**config.mk**
```make
export PLATFORM = sky130hd
export DESIGN_NAME = veritune_mem_sched_flat
export DESIGN_NICKNAME = d
export VERILOG_FILES = /design/src/rtl/veritune_mem_sched_if.sv /design/src/rtl/veritune_mem_sched.sv /design/src/flat_wrapper.sv
export SDC_FILE = /design/constraint.sdc
export NUM_CORES = 1
export LEC_CHECK = 0
export CORE_ASPECT_RATIO = 1.2
export CORE_UTILIZATION = 46
export CTS_CLUSTER_SIZE = 20
export DETAILED_ROUTE_END_ITERATION = 12
export GPL_ROUTABILITY_DRIVEN = 0
export MAX_ROUTING_LAYER = met4
export PLACE_DENSITY = 0.88
export SYNTH_ARGS = -nofsm -noshare
export SYNTH_HDL_FRONTEND = slang
export SYNTH_SLANG_ARGS = --single-unit
```
**constraint.sdc**
```tcl
create_clock -name Clk -period 3.2 [get_ports Clk]
set_clock_uncertainty 0.1 [all_clocks]
set_input_delay 0.48 -clock Clk [delete_from_list [all_inputs] [get_ports Clk]]
set_output_delay 0.48 -clock Clk [all_outputs]
set_load 0.02 [all_outputs]
```
**src/rtl/veritune_mem_sched_if.sv**
```systemverilog
// Bus bundle between the sample-memory scheduler, its three requesters and the sample RAM.
// The master side is the surrounding system (recorder, playback, FFT and RAM); the slave side is the scheduler.
interface veritune_mem_sched_if #(
   parameter int unsigned ADDR_W = 17,
   parameter int unsigned DATA_W = 16
) ();
   logic              rec_req;
   logic [ADDR_W-1:0] rec_addr;
   logic [DATA_W-1:0] rec_data;
   logic              rec_ack;

   logic              play_req;
   logic [ADDR_W-1:0] play_addr;
   logic              play_ack;
   logic              play_valid;
   logic [DATA_W-1:0] play_data;

   logic              fft_start;
   logic [ADDR_W-1:0] fft_base;
   logic              fft_busy;
   logic              fft_done;
   logic [DATA_W-1:0] fft_x0;
   logic [DATA_W-1:0] fft_x1;
   logic [DATA_W-1:0] fft_x2;
   logic [DATA_W-1:0] fft_x3;

   logic              mem_we;
   logic [ADDR_W-1:0] mem_addr;
   logic [DATA_W-1:0] mem_wdata;
   logic [DATA_W-1:0] mem_rdata;

   modport master (
      output rec_req, rec_addr, rec_data,
      input  rec_ack,
      output play_req, play_addr,
      input  play_ack, play_valid, play_data,
      output fft_start, fft_base,
      input  fft_busy, fft_done, fft_x0, fft_x1, fft_x2, fft_x3,
      input  mem_we, mem_addr, mem_wdata,
      output mem_rdata
   );

   modport slave (
      input  rec_req, rec_addr, rec_data,
      output rec_ack,
      input  play_req, play_addr,
      output play_ack, play_valid, play_data,
      input  fft_start, fft_base,
      output fft_busy, fft_done, fft_x0, fft_x1, fft_x2, fft_x3,
      output mem_we, mem_addr, mem_wdata,
      input  mem_rdata
   );
endinterface

```
**src/rtl/veritune_mem_sched.sv**
```systemverilog
// Single-port sample-memory scheduler: recorder writes, playback reads and a FRAME-sample FFT fetch,
// with starvation promotion of the FFT above playback.
module veritune_mem_sched #(
   parameter int unsigned ADDR_W     = 17,
   parameter int unsigned DATA_W     = 16,
   parameter int unsigned FRAME      = 4,
   parameter int unsigned STARVE_MAX = 15
) (
   input logic                 Clk,
   input logic                 Reset,
   veritune_mem_sched_if.slave bus
);
   localparam int unsigned BEAT_W   = (FRAME > 1) ? $clog2(FRAME) : 1;
   localparam int unsigned STARVE_W = $clog2(STARVE_MAX + 1);
   localparam logic [BEAT_W-1:0]   LAST_BEAT  = BEAT_W'(FRAME - 1);
   localparam logic [STARVE_W-1:0] STARVE_TOP = STARVE_W'(STARVE_MAX);

   typedef enum logic [1:0] {F_IDLE, F_FETCH, F_DRAIN, F_DONE} fft_state_t;
   typedef enum logic [1:0] {TAG_NONE, TAG_PLAY, TAG_FFT} tag_kind_t;
   typedef enum logic [1:0] {G_NONE, G_REC, G_PLAY, G_FFT} grant_t;

   fft_state_t          state_q, state_d;
   grant_t              grant;
   tag_kind_t           tag_kind_q, tag_kind_d;
   logic [BEAT_W-1:0]   tag_beat_q, tag_beat_d;
   logic [BEAT_W-1:0]   beat_q, beat_d;
   logic [STARVE_W-1:0] starve_q, starve_d;
   logic [ADDR_W-1:0]   base_q, base_d;
   logic [ADDR_W-1:0]   addr_q, mem_addr_c, fft_addr;
   logic [DATA_W-1:0]   wdata_q, mem_wdata_c;
   logic [DATA_W-1:0]   play_data_q;
   logic [DATA_W-1:0]   fft_x_q [FRAME];
   logic                fft_pend;

   assign fft_pend = (state_q == F_FETCH);
   assign fft_addr = base_q + ADDR_W'(beat_q);

   // Arbitration, FFT next-state and beat/starvation bookkeeping
   always_comb begin : sched_next
      grant      = G_NONE;
      state_d    = state_q;
      beat_d     = beat_q;
      base_d     = base_q;
      starve_d   = starve_q;
      tag_kind_d = TAG_NONE;
      tag_beat_d = beat_q;

      if (Reset)                                 grant = G_NONE;
      else if (bus.rec_req)                      grant = G_REC;
      else if (fft_pend && starve_q == STARVE_TOP) grant = G_FFT;
      else if (bus.play_req)                     grant = G_PLAY;
      else if (fft_pend)                         grant = G_FFT;

      case (grant)
         G_PLAY:  tag_kind_d = TAG_PLAY;
         G_FFT:   tag_kind_d = TAG_FFT;
         default: tag_kind_d = TAG_NONE;
      endcase

      if (fft_pend) begin
         if (grant == G_FFT)             starve_d = '0;
         else if (starve_q != STARVE_TOP) starve_d = STARVE_W'(starve_q + 1'b1);
      end

      case (state_q)
         F_IDLE: begin
            if (bus.fft_start) begin
               state_d = F_FETCH;
               base_d  = bus.fft_base;
               beat_d  = '0;
            end
         end
         F_FETCH: begin
            if (grant == G_FFT) begin
               beat_d = BEAT_W'(beat_q + 1'b1);
               if (beat_q == LAST_BEAT) state_d = F_DRAIN;
            end
         end
         F_DRAIN: state_d = F_DONE;
         F_DONE:  state_d = F_IDLE;
         default: state_d = F_IDLE;
      endcase
   end

   // Memory port mux; address and write data hold when nothing is granted
   always_comb begin : mem_mux
      mem_addr_c  = addr_q;
      mem_wdata_c = wdata_q;
      case (grant)
         G_REC: begin
            mem_addr_c  = bus.rec_addr;
            mem_wdata_c = bus.rec_data;
         end
         G_PLAY:  mem_addr_c = bus.play_addr;
         G_FFT:   mem_addr_c = fft_addr;
         default: mem_addr_c = addr_q;
      endcase
   end

   always_ff @(posedge Clk) begin : state_reg
      if (Reset) state_q <= F_IDLE;
      else       state_q <= state_d;
   end

   // Datapath registers; the read tag steers the returning sample one cycle after the grant
   always_ff @(posedge Clk) begin : data_reg
      if (Reset) begin
         beat_q      <= '0;
         starve_q    <= '0;
         base_q      <= '0;
         tag_kind_q  <= TAG_NONE;
         tag_beat_q  <= '0;
         addr_q      <= '0;
         wdata_q     <= '0;
         play_data_q <= '0;
         for (int i = 0; i < FRAME; i++) fft_x_q[i] <= '0;
      end else begin
         beat_q     <= beat_d;
         starve_q   <= starve_d;
         base_q     <= base_d;
         tag_kind_q <= tag_kind_d;
         tag_beat_q <= tag_beat_d;
         addr_q     <= mem_addr_c;
         wdata_q    <= mem_wdata_c;
         if (tag_kind_q == TAG_PLAY) play_data_q <= bus.mem_rdata;
         if (tag_kind_q == TAG_FFT)  fft_x_q[tag_beat_q] <= bus.mem_rdata;
      end
   end

   assign bus.rec_ack    = (grant == G_REC);
   assign bus.play_ack   = (grant == G_PLAY);
   assign bus.mem_we     = (grant == G_REC);
   assign bus.mem_addr   = mem_addr_c;
   assign bus.mem_wdata  = mem_wdata_c;
   assign bus.play_valid = (tag_kind_q == TAG_PLAY);
   assign bus.play_data  = (tag_kind_q == TAG_PLAY) ? bus.mem_rdata : play_data_q;
   assign bus.fft_busy   = (state_q == F_FETCH) || (state_q == F_DRAIN);
   assign bus.fft_done   = (state_q == F_DONE);
   assign bus.fft_x0     = fft_x_q[0];
   assign bus.fft_x1     = fft_x_q[1];
   assign bus.fft_x2     = fft_x_q[2];
   assign bus.fft_x3     = fft_x_q[3];
endmodule

```
**src/flat_wrapper.sv**
```systemverilog
// flat-port wrapper written by rule: the top's interface ports become plain ports
module veritune_mem_sched_flat 
#(
   parameter int unsigned ADDR_W     = 17,
   parameter int unsigned DATA_W     = 16,
   parameter int unsigned FRAME      = 4,
   parameter int unsigned STARVE_MAX = 15
)
  (Clk, Reset, bus_rec_req, bus_rec_addr, bus_rec_data, bus_rec_ack, bus_play_req, bus_play_addr, bus_play_ack, bus_play_valid, bus_play_data, bus_fft_start, bus_fft_base, bus_fft_busy, bus_fft_done, bus_fft_x0, bus_fft_x1, bus_fft_x2, bus_fft_x3, bus_mem_we, bus_mem_addr, bus_mem_wdata, bus_mem_rdata);
  veritune_mem_sched_if #(.ADDR_W(ADDR_W), .DATA_W(DATA_W)) bus_i ();
  input logic Clk;
  input logic Reset;
  input wire logic [$bits(bus_i.rec_req)-1:0] bus_rec_req;
  input wire logic [$bits(bus_i.rec_addr)-1:0] bus_rec_addr;
  input wire logic [$bits(bus_i.rec_data)-1:0] bus_rec_data;
  output wire logic [$bits(bus_i.rec_ack)-1:0] bus_rec_ack;
  input wire logic [$bits(bus_i.play_req)-1:0] bus_play_req;
  input wire logic [$bits(bus_i.play_addr)-1:0] bus_play_addr;
  output wire logic [$bits(bus_i.play_ack)-1:0] bus_play_ack;
  output wire logic [$bits(bus_i.play_valid)-1:0] bus_play_valid;
  output wire logic [$bits(bus_i.play_data)-1:0] bus_play_data;
  input wire logic [$bits(bus_i.fft_start)-1:0] bus_fft_start;
  input wire logic [$bits(bus_i.fft_base)-1:0] bus_fft_base;
  output wire logic [$bits(bus_i.fft_busy)-1:0] bus_fft_busy;
  output wire logic [$bits(bus_i.fft_done)-1:0] bus_fft_done;
  output wire logic [$bits(bus_i.fft_x0)-1:0] bus_fft_x0;
  output wire logic [$bits(bus_i.fft_x1)-1:0] bus_fft_x1;
  output wire logic [$bits(bus_i.fft_x2)-1:0] bus_fft_x2;
  output wire logic [$bits(bus_i.fft_x3)-1:0] bus_fft_x3;
  output wire logic [$bits(bus_i.mem_we)-1:0] bus_mem_we;
  output wire logic [$bits(bus_i.mem_addr)-1:0] bus_mem_addr;
  output wire logic [$bits(bus_i.mem_wdata)-1:0] bus_mem_wdata;
  input wire logic [$bits(bus_i.mem_rdata)-1:0] bus_mem_rdata;
  assign bus_i.rec_req = bus_rec_req;
  assign bus_i.rec_addr = bus_rec_addr;
  assign bus_i.rec_data = bus_rec_data;
  assign bus_rec_ack = bus_i.rec_ack;
  assign bus_i.play_req = bus_play_req;
  assign bus_i.play_addr = bus_play_addr;
  assign bus_play_ack = bus_i.play_ack;
  assign bus_play_valid = bus_i.play_valid;
  assign bus_play_data = bus_i.play_data;
  assign bus_i.fft_start = bus_fft_start;
  assign bus_i.fft_base = bus_fft_base;
  assign bus_fft_busy = bus_i.fft_busy;
  assign bus_fft_done = bus_i.fft_done;
  assign bus_fft_x0 = bus_i.fft_x0;
  assign bus_fft_x1 = bus_i.fft_x1;
  assign bus_fft_x2 = bus_i.fft_x2;
  assign bus_fft_x3 = bus_i.fft_x3;
  assign bus_mem_we = bus_i.mem_we;
  assign bus_mem_addr = bus_i.mem_addr;
  assign bus_mem_wdata = bus_i.mem_wdata;
  assign bus_i.mem_rdata = bus_mem_rdata;
  veritune_mem_sched #(.ADDR_W(ADDR_W), .DATA_W(DATA_W), .FRAME(FRAME), .STARVE_MAX(STARVE_MAX)) u_core (.Clk(Clk), .Reset(Reset), .bus(bus_i));
endmodule
```
* Word level (Yosys, flattened, before mapping)
Memories as Yosys holds them, arrays and structs flattened. Index checks and enable logic that the tools add are counted.
Storage, ports and cells: memories 1, latch bits 0, bits in read-only memories 0, register bits 78, bits of input ports 88, RAM bits 64, output and inout bits 119
Memory list:
- u_core.fft_x_q | words 4, bits a word 16, rd ports 4, clocked after memory_dff 0, write ports 4, RTL line veritune_mem_sched.sv:32 | logic [DATA_W-1:0] fft_x_q [FRAME];
Operators by class: $lt $le $gt $ge 0, divide/modulo/power cells 0, mux-type cells 26, equality and inequality tests 14, reduce and logical (&&, ||, !) cells 10, $mul 0, add/subtract/negate cells 3, shifts and indexed selects 0, bitwise operators 0
Operator list (number):
- $pmux 17 s3 | 1
- $mux 16 | 3
- $mux 2 | 11
- $add 17x2->17 | 1
- $reduce_or 16->1 | 1
- $eq 2x2->1 const B | 6
- $mux 4 | 2
- $pmux 2 s2 | 2
- $pmux 2 s4 | 1
- $eq 2x1->1 const B | 3
- $mux 1 | 6
- $ne 2x2->1 const B | 3
- $reduce_and 3->1 | 2
- $add 4x1->4 const B | 1
- $eq 4x4->1 const B | 1
- $ne 4x4->1 const B | 1
- $reduce_and 2->1 | 2
- $reduce_bool 2->1 | 2
- $add 2x1->2 const B | 1
- $logic_not 2->1 | 1
- $logic_and 1x1->1 | 1
- $logic_or 1x1->1 | 1

* Depth between registers and ports, before layout
Gate-level depths: netlist of the first run.
depth in word-level cells 9, depth in mapped cells 9

* Worst setup path after synthesis of the first run
No wires, ideal clock.
kind register to output, start point reg u_core.beat_q[0], end point out bus_mem_addr[16], data required time 2.620 ns, setup slack 0.442 ns, stages on the path, launching flop included 8, path buffers 0, arrival 2.178 ns, path through dfxtp_1 ha_1 inv_1 fa_1 nand4b_1 or4_4 a221o_1 o22a_1
On the way: word-level cells in the longest chain between the ends 2
Ends and longest elaborated chain:
- start: declaration | RTL line veritune_mem_sched.sv:26 | logic [BEAT_W-1:0] beat_q, beat_d;
- start signal: assignment | RTL line veritune_mem_sched.sv:118 | beat_q <= beat_d;
- $add 17x2->17 | RTL line veritune_mem_sched.sv:36 | assign fft_addr = base_q + ADDR_W'(beat_q);
- $pmux 17 s3 | RTL line veritune_mem_sched.sv:89 | case (grant)
- end: declaration | RTL line flat_wrapper.sv:31 | output wire logic [$bits(bus_i.mem_addr)-1:0] bus_mem_addr;
No other way between the ends.

* Final worst setup path of the first run
Same ends and word-level chain as after synthesis.

==> summary.md, run 1 <==
| Metric | Value |
|---|---|
| Hold_sp | Reset |
| Longest Clk Path Bufs | 2 |
| Port Buf Inserts | just over 200 |
| Final setup fails | 1 |
| Post-synth top cells | 100 x nand2_1, 78 x dfxtp_1, 65 x and2_1, 64 x edfxtp_1, 49 x a21oi_1 |
| Synthesis-to-finish area growth | 50.7% |
| Worst Path Max Fanout | 3 |
| Grt total ovfl | 0 |
| Initial antenna violation count | 0 |
| Post-Layout Cell Count | 1,039 |
| Reg2reg start | u_core.beat_q[0] |
| Pin count of the biggest net entering global routing | 63 |
| Pins Over Slew Limit | 0 |
| Synth Area in Compound Gates | 10.3% |
| CP Capture Type | output pin |
| Die Span Y | 130 µm |
| Setup TNS | -0.0382 ns |
| Post-DR vias/cell | 5.28 |
| R2R Path End | u_core.addr_q[16] |
| Crit path cell chain | ha_4 > inv_2 > fa_2 > nand4b_1 > or4_4 > a221o_1 > o22a_1 > buf_6 |
| Ys flop type | dfxtp_1 |
| Cell with the most instances after synthesis | nand2_1 |
| Post-synth EDFFs | 64 |
| Slowest stage delay, CP | 0.44 ns |
| Core Box Area | between 0.01 and 0.015 mm² |
| Share of cells above drive strength 1 | 16.3% |
| Setup CP Type | flip-flop to output pin |
| Place WS | -0.0891 ns |
| Reg area | ~0.0035 mm² |
| Worst hold path depth | 2 |
| Post-placement cell area | 0.00874 mm² |
| Initial Util | between 40% and 50% |
| WP data required | 2.62 ns |
| Die area | 0.0141 mm² |
| CTS buffer count | 17 |
| DRT Wirelength | 16.9 mm |
| Peak supply drop | 306 µV |
| WHS | 0.274 ns |
| Leakage | 0.00376 µW |
| Detail Route Antenna Nets | 0 |
| Worst EP arrival | 2.66 ns |
| DPL Wire Length | 12.1 mm |
| Number of global-route vias before repair | about 5,400 |
| Part of the cycle the worst path needs | 101% |
| Hold/Removal Path Class | input pin to flip-flop |
| Insertion delay to the later sink of the worst-skew pair | 0.41 ns |
| Num rows | 46 |
| Share of the synthesized area in the top cell type | a little under a third |
| Sinks on Clock Net | roughly 140 |
| Fmax | 0.309 GHz |
| Ys async rst share | 0% |
| Global-route wire length before repair | 26.0 mm |
| Multi-input logic area | 0.00275 mm² |
| Top cell type by total area after synthesis | edfxtp_1 |
| Total track usage | approximately a quarter |
| Synth Area in Simple Gates | 23.4% |
| DR pass1 iterations | 10 |
| Post-Syn Instances | a little over 600 |
| Largest family of logic cells by synthesized area | simple AND/OR/NAND/NOR gates |
| R2R Setup Slk | 0.73 ns |
| CP startpoint kind | flip-flop |
| Syn nets | 720 |
| RSZ-0062 raised after global routing | yes |
| XOR/XNOR Fraction of Synth Area | 1.82% |
| Final worst slack | -0.0382 ns |
| PD cells | between 500 and 600 mW/mm² |
| Post-Synth Adder-Cell Area | 2.12% |
| Total Nets Final | 956 |
| Die W | between 100 and 150 µm |
| Antenna diodes | 0 |
| I/O Pins | roughly 210 |
| Distinct cell type count after synthesis | 59 |
| CTS tree | done |
| Post-synthesis mux area share | 3.71% |
| Via count | 5,490 |
| Worst Hold Endpoint | u_core.addr_q[4] |
| Residual DRC | 0 |
| Synth Warn # | 0 |
| Final instance area | around 0.0094 mm² |
| Relative slew slack | between 30% and 40% |
| Slowest cell on the critical path | or4_4 |
| Cells after DPL | 1,005 |
| Seq cells post-synth | 142 |
| WL per Instance | 16.2 µm |
| Number of fill cells | 947 |
| Least-Margin Pin Slew | between 0.9 and 1 ns |
| Clock root buffer | clkbuf_16 |
| Period minus WS final | 3.24 ns |
| Sequential fraction of the synthesis area | 55.6% |
| Syn_area_per_cell | ~10 µm² |
| Clk slew on worst S/H paths | 0.06 ns |
| Status | finished, violations left |
| Maxcap violations | 0 |
| Endpoints failing hold | 0 |
| H-Tree Depth | 4 |
| R2R depth | 8 |
| Initial DRC Count | about 350 |
| Cell Area, Synth | between 0.006 and 0.007 mm² |
| Main area contributors after synthesis | edfxtp_1 31%, dfxtp_1 25%, and2_1 6.5% |
| Failing checks | negative setup slack |
[where the power goes]
group	leakage, µW	switching [µW]	internal (µW)
logic	0.00219	714	588
clock network	0.000275	847	1030
registers	0.00130	118	2040
total	0.00376	1680	3660
[metal layers]
metal,share of wire (%),global-route usage [%]
met1,39,26.6
met2,53,44.1
met4,2.2,10.0
met3,5.6,4.80
met5,0,-
[sequential cells by signal (all words and copies together), names as in the netlist]
name                count
u_core.fft_x_q         64
u_core.tag_kind_q       2
u_core.base_q          17
u_core.play_data_q     16
u_core.starve_q         4
u_core.state_q          2
u_core.addr_q          17
u_core.tag_beat_q       2
u_core.wdata_q         16
u_core.beat_q           2
[kinds of logic (layout without fill, tap and decap cells)]
logic type               count (synthesis)  in the layout
XOR/XNOR                                13             13
AND/OR/NAND/NOR                        288            288
adder cells (fa/ha/maj)                 10             10
multiplexers                            21             21
flip-flops                             142            142
buffers and inverters                   49            298
AO/OA/AOI/OAI                           99             99
[critical path: cells and delay by family, from the launching register on]
kind	cells	cell delay, ns
AOI/OAI and AO/OA	2	0.56
adders and majority gates	2	0.54
buffers and inverters	2	0.19
DFF	1	0.35
and+or+nand+nor	2	0.62
[repair_timing]
item / in CTS / in global routing
gates resized for setup: 55 / 34
buffers inserted: 2 / 2
endpoints found under the setup margin: 17 / 13
pin swaps: 4 / 16
hold buffers: 0 / 0
[how the worst max path moves through the flow]
stage / from / endpoint
floorplan: u_core.beat_q[0] / bus_mem_addr[16]
CTS: u_core.beat_q[0] / bus_mem_addr[16]
global route: u_core.beat_q[0] / bus_mem_addr[16]
detailed placement: bus_play_req / bus_mem_addr[2]
global placement: bus_play_req / bus_mem_addr[0]
finish: u_core.beat_q[0] / bus_mem_addr[16]
[cell type report]
class                   instances  area share, %
flip-flops and latches        142           36.9
multi-input cells             431           29.1
repair buffers                251           25.1
clock buffers                  17           4.50
well taps                     168           2.23
clock inverters                15           1.58
inverters                      15          0.596
[stage by stage]
stage	utilization (%)	power [µW]
final	71.3	5340
after global routing	71.3	5580
after CTS	70.7	5330
after detailed placement	66.0	3460
after global placement	66.0	3430
after floorplan	-	2860
[cells in the final DEF (no fill, tap or decap), types with 4 or more instances in the layout]
cell	synthesis	layout
dlygate4sd2_1	0	6
edfxtp_1	64	64
a221o_1	4	4
inv_1	14	12
dfxtp_1	78	75
a311oi_1	5	5
nor2b_1	24	23
nand3_1	8	8
nor2_1	43	41
clkbuf_16	0	17
a221oi_1	10	6
buf_2	6	4
xnor2_1	8	8
xor2_1	5	5
inv_8	0	4
nor3_1	12	10
mux2_2	16	16
and2_1	65	65
nand2_1	100	100
o21ai_1	4	5
a221oi_2	0	4
buf_4	1	46
clkdlybuf4s50_1	0	188
ha_1	9	7
a21oi_1	49	45
Power figures use the tool's default switching activity.
==> run 2, diff against run 1 <==
ABC_AREA = 0   (was not set)
clock period = 2.99 ns   (was 3.2 ns; I/O delays follow)
==> run 2 against run 1 <==
Against the previous run:
- the flow still finishes with violations (negative setup slack)
- register-to-register slack worse by 0.38 ns
- largest power group unchanged
- flip-flop and latch count unchanged
- die area unchanged
- critical endpoint unchanged
- clock power up 8%
==> summary.md, run 2 (synthesis gave the netlist of run 1 again) <==
| Metric | Value |
|---|---|
| Status | finished, violations left |
| Failing checks | negative setup slack |
| Hold/Removal Path Class | input pin to flip-flop |
| CTS tree | done |
| Core Box Area | ~0.013 mm² |
| Antenna diodes | 0 |
| Fmax | 0.307 GHz |
| Least-Margin Pin Slew | 0.943 ns |
| Die Span Y | 130 µm |
| Num rows | 46 |
| Initial antenna violation count | 0 |
| Maxcap violations | 0 |
| WP data required | 2.44 ns |
| Grt total ovfl | 0 |
| Total track usage | a little over a quarter |
| Relative slew slack | 36.9% |
| Clk slew on worst S/H paths | 0.06 ns |
| Endpoints failing hold | 0 |
| Detail Route Antenna Nets | 0 |
| WL per Instance | roughly 17 µm |
| DRT Wirelength | 18.1 mm |
| Residual DRC | 0 |
| Part of the cycle the worst path needs | 109% |
| Die W | 109 µm |
| Global-route wire length before repair | between 20 and 30 mm |
| Initial Util | around 47% |
| Longest Clk Path Bufs | 2 |
| CP startpoint kind | flip-flop |
| Worst EP arrival | approximately 2.7 ns |
| Post-Layout Cell Count | between 1,000 and 1,500 |
| Number of fill cells | 889 |
| Pin count of the biggest net entering global routing | 54 |
| Final worst slack | -0.267 ns |
| Setup TNS | -0.831 ns |
| Final setup fails | 4 |
| CP Capture Type | output pin |
| Synthesis-to-finish area growth | 56.0% |
| PD cells | 601 mW/mm² |
| Top Registers | u_core.fft_x_q (64), u_core.addr_q (17), u_core.base_q (17) |
| Worst Path Max Fanout | 3 |
| Die area | 0.0141 mm² |
| Post-DR vias/cell | 5.39 |
| DR pass1 iterations | 6 |
| Peak supply drop | 383 µV |
| Clock root buffer | clkbuf_16 |
| WHS | 0.273 ns |
| Pins Over Slew Limit | 0 |
| Period minus WS final | about 3.3 ns |
| Setup CP Type | flip-flop to output pin |
| CTS buffer count | 17 |
| Number of global-route vias before repair | 5,597 |
| Insertion delay to the later sink of the worst-skew pair | 0.42 ns |
| Share of cells above drive strength 1 | 20.9% |
| Initial DRC Count | 398 |
| RSZ-0062 raised after global routing | yes |
| Sinks on Clock Net | 142 |
| Leakage | 0.00408 µW |
| Max reg flops | 64 |
| Cells after DPL | between 1,000 and 1,500 |
| Port Buf Inserts | 206 |
| PnR Total Power | 5880 µW |
| H-Tree Depth | 4 |
| Commonest non-fill, non-tap cell in the layout | clkdlybuf4s50_1 |
| Total Nets Final | 976 |
| DPL Wire Length | 12.1 mm |
| Via count | 5,712 |
| Most frequent cells in the layout | 171 x clkdlybuf4s50_1, 100 x nand2_1, 76 x dfxtp_1 |
| I/O Pins | 207 |
| Top reg by flops | u_core.fft_x_q |
run 2: cell types whose count changed in the layout (fill, tap and decap cells not counted), moves of 4 or more:
| cell | delta |
|---|---|
| buf_4 | +23 |
| clkdlybuf4s50_1 | -17 |
| dlygate4sd2_1 | +6 |
| xnor2_2 | +4 |
| xnor2_1 | -4 |
| dlymetal6s2s_1 | +6 |
| nor4_4 | +4 |
run 2: worst max-delay path, stage by stage (launching register included):
cell and delay [ns]:
dfxtp_2 0.36, ha_4 0.14, inv_2 0.04, fa_2 0.35
nand4b_1 0.19, or4_4 0.44, a221o_1 0.38, o22a_1 0.24
buf_6 0.16
run 2: path summary, 6_finish.rpt:
path,startpoint,endpoint,slack (ns),cells past startpoint
min,Reset,u_core.addr_q[4],0.27,2
max reg2reg,u_core.base_q[0],u_core.addr_q[16],0.35,9
max,u_core.base_q[0],bus_mem_addr[16],-0.27,8
min reg2reg,u_core.wdata_q[14],u_core.wdata_q[14],0.36,2
run 2: report_power, final:
part           internal (µW)  leakage, µW  switching, µW
clock                   1110     0.000281            923
combinational            709      0.00250            835
sequential              2190      0.00130            119
total                   4000      0.00408           1880
run 2: layout make-up:
type                            count  area [µm²]  share of cell area [%]
Tap cell                          168         210                    2.15
Multi-Input combinational cell    431        2920                    29.8
Timing Repair Buffer              271        2540                    25.9
Inverter                           15        56.3                   0.576
Clock buffer                       17         425                    4.35
Sequential cell                   142        3490                    35.7
Clock inverter                     15         146                    1.50
run 2: what timing repair did:
action,CTS,global route
endpoints found under the setup margin,28,23
pin swaps,13,18
buffers inserted,5,6
resized for setup,114,47
hold buffers,0,0
run 2: per-layer routing:
metal / up-vias / share of wire (%) / global-route usage, %
met5: - / 0 / -
met4: 0 / 2.6 / 12.2
met3: 47 / 6.8 / 6.49
met2: 275 / 53 / 45.2
met1: 2713 / 38 / 27.7
li1: 2677 / - / -
run 2: through the flow:
step,setup WS (ns),cell area [µm²],utilization (%)
after floorplan,0.263,6270,-
after global placement,-0.191,8860,66.9
after detailed placement,-0.286,8860,66.9
after CTS,-0.180,9600,72.5
after global routing,-0.327,9780,73.9
final,-0.267,9780,73.9
==> run 3, diff against run 2 <==
CORE_ASPECT_RATIO = 0.8   (was 1.2)
CORE_UTILIZATION = 50   (was 46)
DONT_BUFFER_PORTS = 1   (was not set)
GPL_TIMING_DRIVEN = 0   (was not set)
PLACE_DENSITY = 0.73   (was 0.88)
==> run 3 against run 2 <==
Against the previous run:
- the flow still finishes with violations (negative setup slack)
- clock power up 2%
- flip-flop and latch count unchanged
- power down 6.7%
- fmax up 5.1%
- die area down 7.9%
- sequential share of layout area up 11 points
- first-iteration DRC count down 7.0%
- cell count down 21%
- utilization down 12 points
- routed wire length down 11%
- combinational power down 32%
- design area down 23%
- largest cell class unchanged
==> summary.md, run 3 (synthesis gave the netlist of run 1 again) <==
| Metric | Value |
|---|---|
| Hold Buf Count CTS | 0 |
| Endpoints failing hold | 0 |
| Post-DR vias/cell | 5.72 |
| Insertion delay to the later sink of the worst-skew pair | between 0.4 and 0.5 ns |
| Worst EP arrival | approximately 2.6 ns |
| Total track usage | 25.7% |
| Num rows | 36 |
| Crit path cell chain | ha_4 > inv_2 > fa_2 > nand4b_1 > or4_4 > a221o_1 > o22a_4 |
| Via count | 4,802 |
| Period minus WS final | 3.10 ns |
| Relative slew slack | 45.5% |
| DRT Wirelength | 16.1 mm |
| Longest Clk Path Bufs | 2 |
| Final setup fails | 3 |
| Max reg flops | 64 |
| Share of cells above drive strength 1 | a little under 20% |
| Die area | 0.0130 mm² |
| Slowest cell on the critical path | or4_4 |
| WL per Instance | ~19 µm |
| Grt total ovfl | 0 |
| Detail Route Antenna Nets | 0 |
| Layout Utilization | 61.5% |
| PD cells | approximately 730 mW/mm² |
| Met2 wire len | ~7.6 mm |
| Initial Util | 51.3% |
| Initial antenna violation count | 0 |
| H-Tree Depth | 4 |
| Final worst slack | -0.110 ns |
| Total Nets Final | 754 |
| Core Box Area | 0.0122 mm² |
| Antenna diodes | 0 |
| Maxcap violations | 0 |
| I/O Pins | 207 |
| Top Layer Used | met4 |
| Setup CP Type | flip-flop to output pin |
| Leakage | 0.00297 µW |
| DPL Wire Length | 11.2 mm |
| Synthesis-to-finish area growth | 19.9% |
| DR pass1 iterations | 5 |
| Status | finished, violations left |
| Number of global-route vias before repair | between 4,000 and 5,000 |
| Sinks on Clock Net | 142 |
| Peak supply drop | 435 µV |
| WP data required | 2.44 ns |
| Top reg by flops | u_core.fft_x_q |
| Port Buf Inserts | 0 |
| Top Registers | u_core.fft_x_q (64), u_core.addr_q (17), u_core.base_q (17) |
| Pins Over Slew Limit | 0 |
| WHS | 0.0300 ns |
| Part of the cycle the worst path needs | 104% |
| Metal-1 WL | slightly below 7 mm |
| Residual DRC | 0 |
| Slowest stage delay, CP | 0.45 ns |
| Initial DRC Count | between 300 and 400 |
| Number of fill cells | roughly 990 |
| Reg area | 0.00349 mm² |
| Clock root buffer | clkbuf_16 |
| CP startpoint kind | flip-flop |
| CTS tree | done |
| Worst Path Max Fanout | 3 |
| Most frequent cells in the layout | 99 x nand2_1, 75 x dfxtp_1, 65 x and2_1 |
| Failing checks | negative setup slack |
| Multi-input logic area | 0.00289 mm² |
| Least-Margin Pin Slew | 0.816 ns |
| Pin count of the biggest net entering global routing | 17 |
| Clk slew on worst S/H paths | 0.06 ns |
| CTS buffer count | 17 |
| Hold/Removal Path Class | input pin to flip-flop |
| RSZ-0062 raised after global routing | yes |
| Global-route wire length before repair | 23.9 mm |
| Commonest non-fill, non-tap cell in the layout | nand2_1 |
| Fmax | 0.323 GHz |
| Die Span Y | 102 µm |
| Met3 routed WL | 1.41 mm |
| CP Capture Type | output pin |
| Die W | about 130 µm |
-- run 3: through the flow --
stage	setup WS (ns)	std cells	instance area (µm²)	setup TNS, ns	total power [µW]
3_5_place_dp	-0.0623	793	6480	-0.0772	3290
5_1_grt	-0.189	840	7510	-0.724	5720
2_1_floorplan	0.263	622	6270	0	3060
4_1_cts	-0.0860	832	7320	-0.118	5430
3_3_place_gp	0.00738	793	6480	0	3250
6_report	-0.110	840	7510	-0.181	5490
-- run 3: area by class of cell --
type	count	share of cell area [%]
clock buffer	22	6.18
buffer	31	1.83
multi-input combinational	431	38.5
sequential	142	46.5
tap	171	2.85
timing repair buffer	18	1.90
inverter	15	0.750
clock inverter	10	1.48
-- run 3: repair_timing --
action | in CTS | in global routing
setup buffers | 9 | 8
cloned | 0 | 1
pin swaps | 14 | 20
gates resized for setup | 51 | 26
endpoints found under the setup margin | 16 | 16
-- run 3: worst max-delay path: cells and delay by family (launching register included) --
family,cells,cell delay [ns]
compound gates,2,0.55
buf+inv,1,0.04
simple gates,2,0.65
fa+ha+maj,2,0.53
flops,1,0.36
-- run 3: where the power goes --
| part | leakage, µW | switching [µW] | total [µW] | internal (µW) |
|---|---|---|---|---|
| clock | 0.000289 | 796 | 2070 | 1270 |
| combinational | 0.00137 | 679 | 1040 | 364 |
| sequential | 0.00130 | 184 | 2380 | 2190 |
| total | 0.00297 | 1660 | 5490 | 3830 |
-- run 3: worst paths after layout --
path	to	cells after the start	start	slack (ns)
setup / recovery	bus_mem_addr[16]	7	u_core.base_q[0]	-0.11
hold / removal	u_core.beat_q[1]	1	bus_fft_start	0.03
setup reg to reg	u_core.fft_x_q[0][10]	4	u_core.tag_kind_q[1]	0.41
hold reg to reg	u_core.wdata_q[7]	2	u_core.wdata_q[7]	0.37
-- run 3: layer usage --
metal	global-route usage, %	up-vias
li1	-	2237
met1	31.1	2282
met5	-	-
met2	39.4	251
met4	8.70	0
met3	9.79	32
